### src/rtl/pipe_stage_chain.sv
// -----------------------------------------------------------------------------
// pipe_stage_chain
//   Parametrised in-order pipeline latch chain. STAGES payload registers, each
//   with a valid bit, shift one stage per advancing cycle. Supports per-stage
//   flush, load-use bubble insertion after BUBBLE_STAGE, ihit/dhit stall gating
//   with a sticky dhit, and a sticky halt raised when a halt-flagged entry sits
//   valid in the last stage.
//
//   Optional feature: define PIPE_PERF_EN to add three wrapping 32-bit
//   performance counters (stall_cnt, bubble_cnt, flush_cnt) and their ports.
//
// Ports
//   CLK, RST      clock (rising edge), asynchronous active-high reset
//   in_valid/in_data/in_ready   fetch payload in; in_ready = slot consumed
//   ihit          instruction hit, global advance enable
//   dmem_req/dhit/dmemload      data access handshake for the MEM_STAGE entry
//   dload_q       dmemload captured on every dhit
//   flush_mask    bit s squashes the entry currently in stage s
//   bubble        load-use stall request
//   advance       chain shifts at the next edge (combinational)
//   stage_valid/stage_data      per-stage valid and flat payloads
//   halt          sticky halt
// -----------------------------------------------------------------------------
module pipe_stage_chain #(
    parameter int WIDTH        = 32,
    parameter int STAGES       = 4,
    parameter int MEM_STAGE    = 2,
    parameter int BUBBLE_STAGE = 0,
    parameter int HALT_BIT     = 31
) (
    input  logic                      CLK,
    input  logic                      RST,
    input  logic                      in_valid,
    input  logic [WIDTH-1:0]          in_data,
    output logic                      in_ready,
    input  logic                      ihit,
    input  logic                      dmem_req,
    input  logic                      dhit,
    input  logic [WIDTH-1:0]          dmemload,
    output logic [WIDTH-1:0]          dload_q,
    input  logic [STAGES-1:0]         flush_mask,
    input  logic                      bubble,
    output logic                      advance,
    output logic [STAGES-1:0]         stage_valid,
    output logic [STAGES*WIDTH-1:0]   stage_data,
    output logic                      halt
`ifdef PIPE_PERF_EN
    ,
    output logic [31:0]               stall_cnt,
    output logic [31:0]               bubble_cnt,
    output logic [31:0]               flush_cnt
`endif
);

    logic               r_halt;
    logic               r_dhit_seen;
    logic [WIDTH-1:0]   r_dload_q;
    logic [WIDTH-1:0]   w_data [STAGES];
    logic               w_mem_wait;
    logic               w_advance;
    logic               w_bubble;

    // A dhit already seen (or arriving now) releases the memory wait.
    assign w_mem_wait = stage_valid[MEM_STAGE] & dmem_req & ~r_dhit_seen & ~dhit;
    assign w_advance  = ihit & ~w_mem_wait & ~r_halt;
    // Flushing the bubble-source stage removes the hazard, so the bubble is dropped.
    assign w_bubble   = bubble & ~flush_mask[BUBBLE_STAGE];

    assign advance  = w_advance;
    assign in_ready = w_advance & ~w_bubble;
    assign halt     = r_halt;
    assign dload_q  = r_dload_q;

    for (genvar s = 0; s < STAGES; s++) begin : g_stage
        localparam bit HOLDS_ON_BUBBLE = (s <= BUBBLE_STAGE);
        localparam bit BUBBLE_SLOT     = (s == BUBBLE_STAGE + 1);

        logic             r_valid;
        logic [WIDTH-1:0] r_data;
        logic             w_src_valid;
        logic [WIDTH-1:0] w_src_data;

        if (s == 0) begin : g_head
            assign w_src_valid = in_valid;
            assign w_src_data  = in_data;
        end else begin : g_body
            // The upstream entry's flush applies as it moves down.
            assign w_src_valid = stage_valid[s-1] & ~flush_mask[s-1];
            assign w_src_data  = w_data[s-1];
        end

        // NOTE: payload registers are reset too, so a freshly reset chain shows
        // all-zero data and not just cleared valid bits.
        always_ff @(posedge CLK or posedge RST) begin
            if (RST) begin
                r_valid <= 1'b0;
                r_data  <= '0;
            end else if (w_advance && !(w_bubble && (HOLDS_ON_BUBBLE || BUBBLE_SLOT))) begin
                r_valid <= w_src_valid;
                r_data  <= w_src_valid ? w_src_data : '0;
            end else if (w_advance && w_bubble && BUBBLE_SLOT) begin
                r_valid <= 1'b0;
                r_data  <= '0;
            end else begin
                // Holding stage: data kept, only the valid bit can be squashed.
                r_valid <= r_valid & ~flush_mask[s];
            end
        end

        assign stage_valid[s]              = r_valid;
        assign w_data[s]                   = r_data;
        assign stage_data[s*WIDTH +: WIDTH] = r_data;
    end

    always_ff @(posedge CLK or posedge RST) begin
        if (RST) begin
            r_halt      <= 1'b0;
            r_dhit_seen <= 1'b0;
            r_dload_q   <= '0;
        end else begin
            if (stage_valid[STAGES-1] && w_data[STAGES-1][HALT_BIT])
                r_halt <= 1'b1;
            if (w_advance)
                r_dhit_seen <= 1'b0;
            else if (dhit)
                r_dhit_seen <= 1'b1;
            if (dhit)
                r_dload_q <= dmemload;
        end
    end

`ifdef PIPE_PERF_EN
    logic [31:0] r_stall_cnt;
    logic [31:0] r_bubble_cnt;
    logic [31:0] r_flush_cnt;

    always_ff @(posedge CLK or posedge RST) begin
        if (RST) begin
            r_stall_cnt  <= '0;
            r_bubble_cnt <= '0;
            r_flush_cnt  <= '0;
        end else begin
            if (!w_advance && !r_halt)
                r_stall_cnt <= r_stall_cnt + 32'd1;
            if (w_advance && w_bubble)
                r_bubble_cnt <= r_bubble_cnt + 32'd1;
            if (|flush_mask)
                r_flush_cnt <= r_flush_cnt + 32'd1;
        end
    end

    assign stall_cnt  = r_stall_cnt;
    assign bubble_cnt = r_bubble_cnt;
    assign flush_cnt  = r_flush_cnt;
`endif

endmodule
### config.mk
export PLATFORM = sky130hd
export DESIGN_NAME = pipe_stage_chain
export DESIGN_NICKNAME = d
export VERILOG_FILES = /design/src/rtl/pipe_stage_chain.sv
export SDC_FILE = /design/constraint.sdc
export NUM_CORES = 1
export LEC_CHECK = 0
export ABC_AREA = 0
export CAP_MARGIN = 10
export CORE_UTILIZATION = 30
export DETAILED_ROUTE_END_ITERATION = 8
export SYNTH_ARGS = -nofsm -noshare
export SYNTH_HDL_FRONTEND = slang
export SYNTH_SLANG_ARGS = --single-unit
### constraint.sdc
create_clock -name CLK -period 7.4 [get_ports CLK]
set_clock_uncertainty 0.1 [all_clocks]
set_input_delay 0.74 -clock CLK [delete_from_list [all_inputs] [get_ports CLK]]
set_output_delay 0.74 -clock CLK [all_outputs]
set_load 0.03 [all_outputs]
-- After elaboration in Yosys (flattened, before gate mapping)
Index checks and enable logic that the tools add are counted.
- output and inout port bits: 167
- logic and storage cells: 50
- bits in registers: 166
- input port bits: 75
- bitwise logic cells: 20
- muxes and demuxes: 13
- reductions and logical operators: 6
- operator list (operator ; number):
    $mux 32 ; 6
    $and 1x1->1 ; 11
    $not 1->1 ; 9
    $mux 1 ; 7
    $reduce_bool 2->1 ; 2
    $logic_and 1x1->1 ; 3
    $logic_not 1->1 ; 1

-- Depth between registers and ports, before layout
- depth after elaboration: 9
- gate-level depth with buffers: 6
- mapped depth without buffers: 3

-- Worst setup path after synthesis
No wires, ideal clock.
- path type: input-to-output
- start point: in dhit
- end point: out advance
- data arrival time: 1.596 ns
- buffers on the path: 1
- stages on the path: 3
- data required time: 6.560 ns
- setup slack: 4.964 ns
- path through: buf_6 > and4bb_4 > nor2_1
- word-level cells in the longest chain between the ends: 5
- RTL lines (what ; RTL line ; RTL):
    start: declaration ; 38 ; input logic dhit,
    $not 1->1 ; 64 ; assign w_mem_wait = stage_valid[MEM_STAGE] & dmem_req & ~r_dhit_seen & ~dhit;
    $and 1x1->1 ; 64 ;
    $not 1->1 ; 65 ; assign w_advance = ihit & ~w_mem_wait & ~r_halt;
    $and 1x1->1 (2 in a row) ; 65 ;
    end: declaration ; 43 ; output logic advance,
No other way between the ends.

-- Worst setup path after layout
- start point: in dhit
- end point: out in_ready
- word-level cells in the longest chain between the ends: 6
- RTL lines (what ; RTL line ; RTL):
    $not 1->1 ; 64 ;
    $and 1x1->1 ; 64 ;
    $not 1->1 ; 65 ;
    $and 1x1->1 (2 in a row) ; 65 ;
    $and 1x1->1 ; 70 ; assign in_ready = w_advance & ~w_bubble;
    end: declaration ; 35 ; output logic in_ready,
No other way between the ends.

==> metrics.md <==
| Metric | Value |
|---|---|
| Outcome | finished clean |
| Die width | roughly 160 microns |
| R2R Path Start | r_dhit_seen$_DFFE_PP0P_ |
| Global-route wire length before repair | approximately 31000 microns |
| Worst Path Required | 6.56 ns |
| Initial Utilization | a little under a third |
| Port bufs | roughly 240 |
| Root Driver | clkbuf_16 |
| Flop2flop setup slack | 4.58 ns |
| Worst vdd ir | about 0.096 mV |
| Worst Setup SP | dhit |
| Total gr overflow | 0 |
| Clock transition at path regs | 0.06 ns |
| Distinct cell type count after synthesis | 21 |
| DRC errors left | 0 |
| Number of global-route vias before repair | between 5000 and 6000 |
| Max-slew violations | 0 |
| Largest net degree at the start of global routing | between 100 and 150 |
| I/O pin count | between 200 and 250 |
| Die height | approximately 160 microns |
| Power share of the combinational group | approximately 15% |
| HP Start | r_dhit_seen$_DFFE_PP0P_ |
| Latest clock arrival within the worst-skew pair | approximately 0.42 ns |
| Int Pwr | about 1.6 mW |
| FF-to-FF path depth | 4 |
| Slowest cell on crit path | clkdlybuf4s50_1 |
| Nets | ~940 |
| Final hold violation count | 0 |
| Detailed Route WL | a little over 20000 microns |
| Worst-Margin Slew | slightly above 1 ns |
| Share of cells above drive strength 1 | 8.86% |
| RSZ-0062 raised after global routing | false |
| DR vias | 5404 |
| Synthesis warning total | 0 |
| Crit Path Class | in -> out |
| #FFs+latches synth | around 170 |
| Commonest non-fill, non-tap cell in the layout | clkdlybuf4s50_1 |
| Delay-heaviest family, CP | buffers and inverters |
| Worst setup SP type | input port |
| Syn Area/Cell | 10.7 sq um |
| Final period utilization | about 60% |
| Crit Path Max Fanout | 80 |
| Mapped Area | 7130 sq um |
| Worst relative slew slack | a little under a third |
| Crit path buf inv count | 4 |
| Worst path arrival time | ~3.7 ns |
| FF-to-FF End | g_stage[1].r_data[13]$_DFFE_PP0P_ |
| Clock network power share | between 30% and 40% |
| Register area | slightly above 4000 sq um |
| CTS Buffer Depth | 2 |
| Initial DRC count | roughly 380 |
| CP Capture Type | output port |
| Min-Delay Path Depth | 1 |
| Syn nets | ~740 |
| Setup total negative slack | 0 ns |
| ANT nets after route | 0 |
| Post-CTS sizing | 0 |
| RD Place Congestion | ~0.76 |
| Routed vias/inst | about 4.5 |
| Setup Buffers After CTS | 0 |
| Hold Crit Endpoint | r_dhit_seen$_DFFE_PP0P_ |
| Final min period | roughly 4.5 ns |
| Crit path cell chain | clkdlybuf4s50_1 -> buf_4 -> and4bb_4 -> nor3_4 -> buf_4 -> clkdlybuf4s50_1 |
| Gr usage total | 16.6% |
| Synth top area share | 58.3% |
| Max Cap Viol | 0 |
| CP max stage delay | between 0.7 and 0.8 ns |
| Finished layout cell area | 10200 sq um |
| Layout fillers | roughly 2300 |
| Hold WC Path Type | reg -> reg |
| Leak | 4.18 nW |
| Area delta synth->final | 43.5% |
| Sequential share of power | between 40% and 50% |
| H-Tree Depth | 4 |
| CTS tree | built |
| Post-Synthesis Cells | roughly 670 |
| Register area share after synthesis | between 50% and 60% |
| Core ar. | approximately 23000 sq um |
| Initial antenna violation count | 0 |
| Fmax achieved | between 200 and 250 MHz |
| Cell Pwr Density | 210 nW/um^2 |
| Die area | 24400 sq um |
| Area after DPL | 9690 sq um |
| Area of the multi-input gates | between 2000 and 3000 sq um |
| Switch Pwr | 572 uW |
| Biggest area consumer among synthesized cells | dfrtp_1 |
| Post-CTS Hold Buffers | 0 |
| Commonest non-fill, non-tap cells in the layout | clkdlybuf4s50_1 (241), dfrtp_1 (166), nand2_1 (128), o21ai_0 (96), o31ai_1 (96) |
| Avg WL per Cell | roughly 17 microns |
| Inserted Diodes | 0 |
| DP HPWL | 13600 microns |
| CTS buffer count | 17 |
| Top cells by area in the synthesized netlist | dfrtp_1 (58%), o31ai_1 (10%), o21ai_0 (6.7%), nand2_1 (6.7%), mux2_2 (5.5%) |
| Sw Share | 26.7% |
| Number of setup violations in the final report | 0 |
| Row Count | 56 |
| Clock sink total | between 150 and 200 |
| Drt first pass iters | 6 |
==> registers in the layout, summed over array words and instances (netlist names) <==
register / flops
halt: 1
dload_q: 32
r_dhit_seen: 1
g_stage.r_valid: 4
g_stage.r_data: 128
==> per-layer routing <==
metal / up-vias / wire [microns] / global-route usage, %
li1: 2710 / - / -
met1: 2549 / 9730 / 23.6
met2: 128 / 9430 / 25.0
met3: 17 / 749 / 3.44
met4: 0 / 274 / 5.14
met5: - / 0 / 0
==> worst max path at each step <==
stage | slack (ns) | depth (start not counted) | to
after global placement | 2.83 | 6 | in_ready
after floorplan | 2.07 | 1 | dload_q[0]$_DFFE_PP0P_
after global routing | 2.73 | 6 | in_ready
after detailed placement | 2.83 | 6 | in_ready
after CTS | 2.83 | 6 | in_ready
final | 2.87 | 6 | in_ready
==> power by group through the flow <==
stage	Clock, mW	Sequential [mW]	Combinational (mW)
floorplan	0	1.08	0.0965
global placement	0	0.999	0.331
detailed placement	0	1.00	0.333
CTS	0.858	0.983	0.334
global route	0.892	0.990	0.350
finish	0.832	0.984	0.329
==> metrics by stage <==
step / setup slack, ns / hold WS [ns] / utilization (%) / std cells / total power, mW
after detailed placement: 2.83 / 0.378 / 41.4 / 1168 / 1.33
after global routing: 2.73 / 0.404 / 43.7 / 1199 / 2.23
after global placement: 2.83 / 0.367 / 41.4 / 1168 / 1.33
after CTS: 2.83 / 0.393 / 43.7 / 1199 / 2.18
after floorplan: 2.07 / 0.356 / - / 668 / 1.17
final: 2.87 / 0.391 / 43.7 / 1199 / 2.15
==> Yosys cell counts <==
cell and n:
a21o_1 1, and4bb_4 1, buf_1 3, buf_2 25
buf_4 4, buf_6 5, clkbuf_1 32, dfrtp_1 166
inv_1 33, mux2_1 1, mux2_2 35, mux2i_1 32
nand2_1 128, nand2b_4 1, nor2_1 1, nor2b_1 5
nor3_2 1, nor3b_2 1, o21a_1 1, o21ai_0 96
o31ai_1 96
==> cells by family (layout without fill, tap and decap cells) <==
group	count (synthesis)	count (layout)	share of synthesized area, %
buffers and inverters	102	314	6.55
and+or+nand+nor	138	138	7.97
muxes	68	68	10.2
DFF	166	166	58.3
AOI/OAI and AO/OA	194	194	17.1
==> layout make-up <==
cell class              count  area share, %
multi-input cells         400           24.7
well taps                 319           3.90
clock inverters             8          0.746
clock buffers              23           4.57
repair buffers            250           24.2
inverters                  33           1.26
flip-flops and latches    166           40.6
No activity file was read; power rests on OpenSTA's default activity.
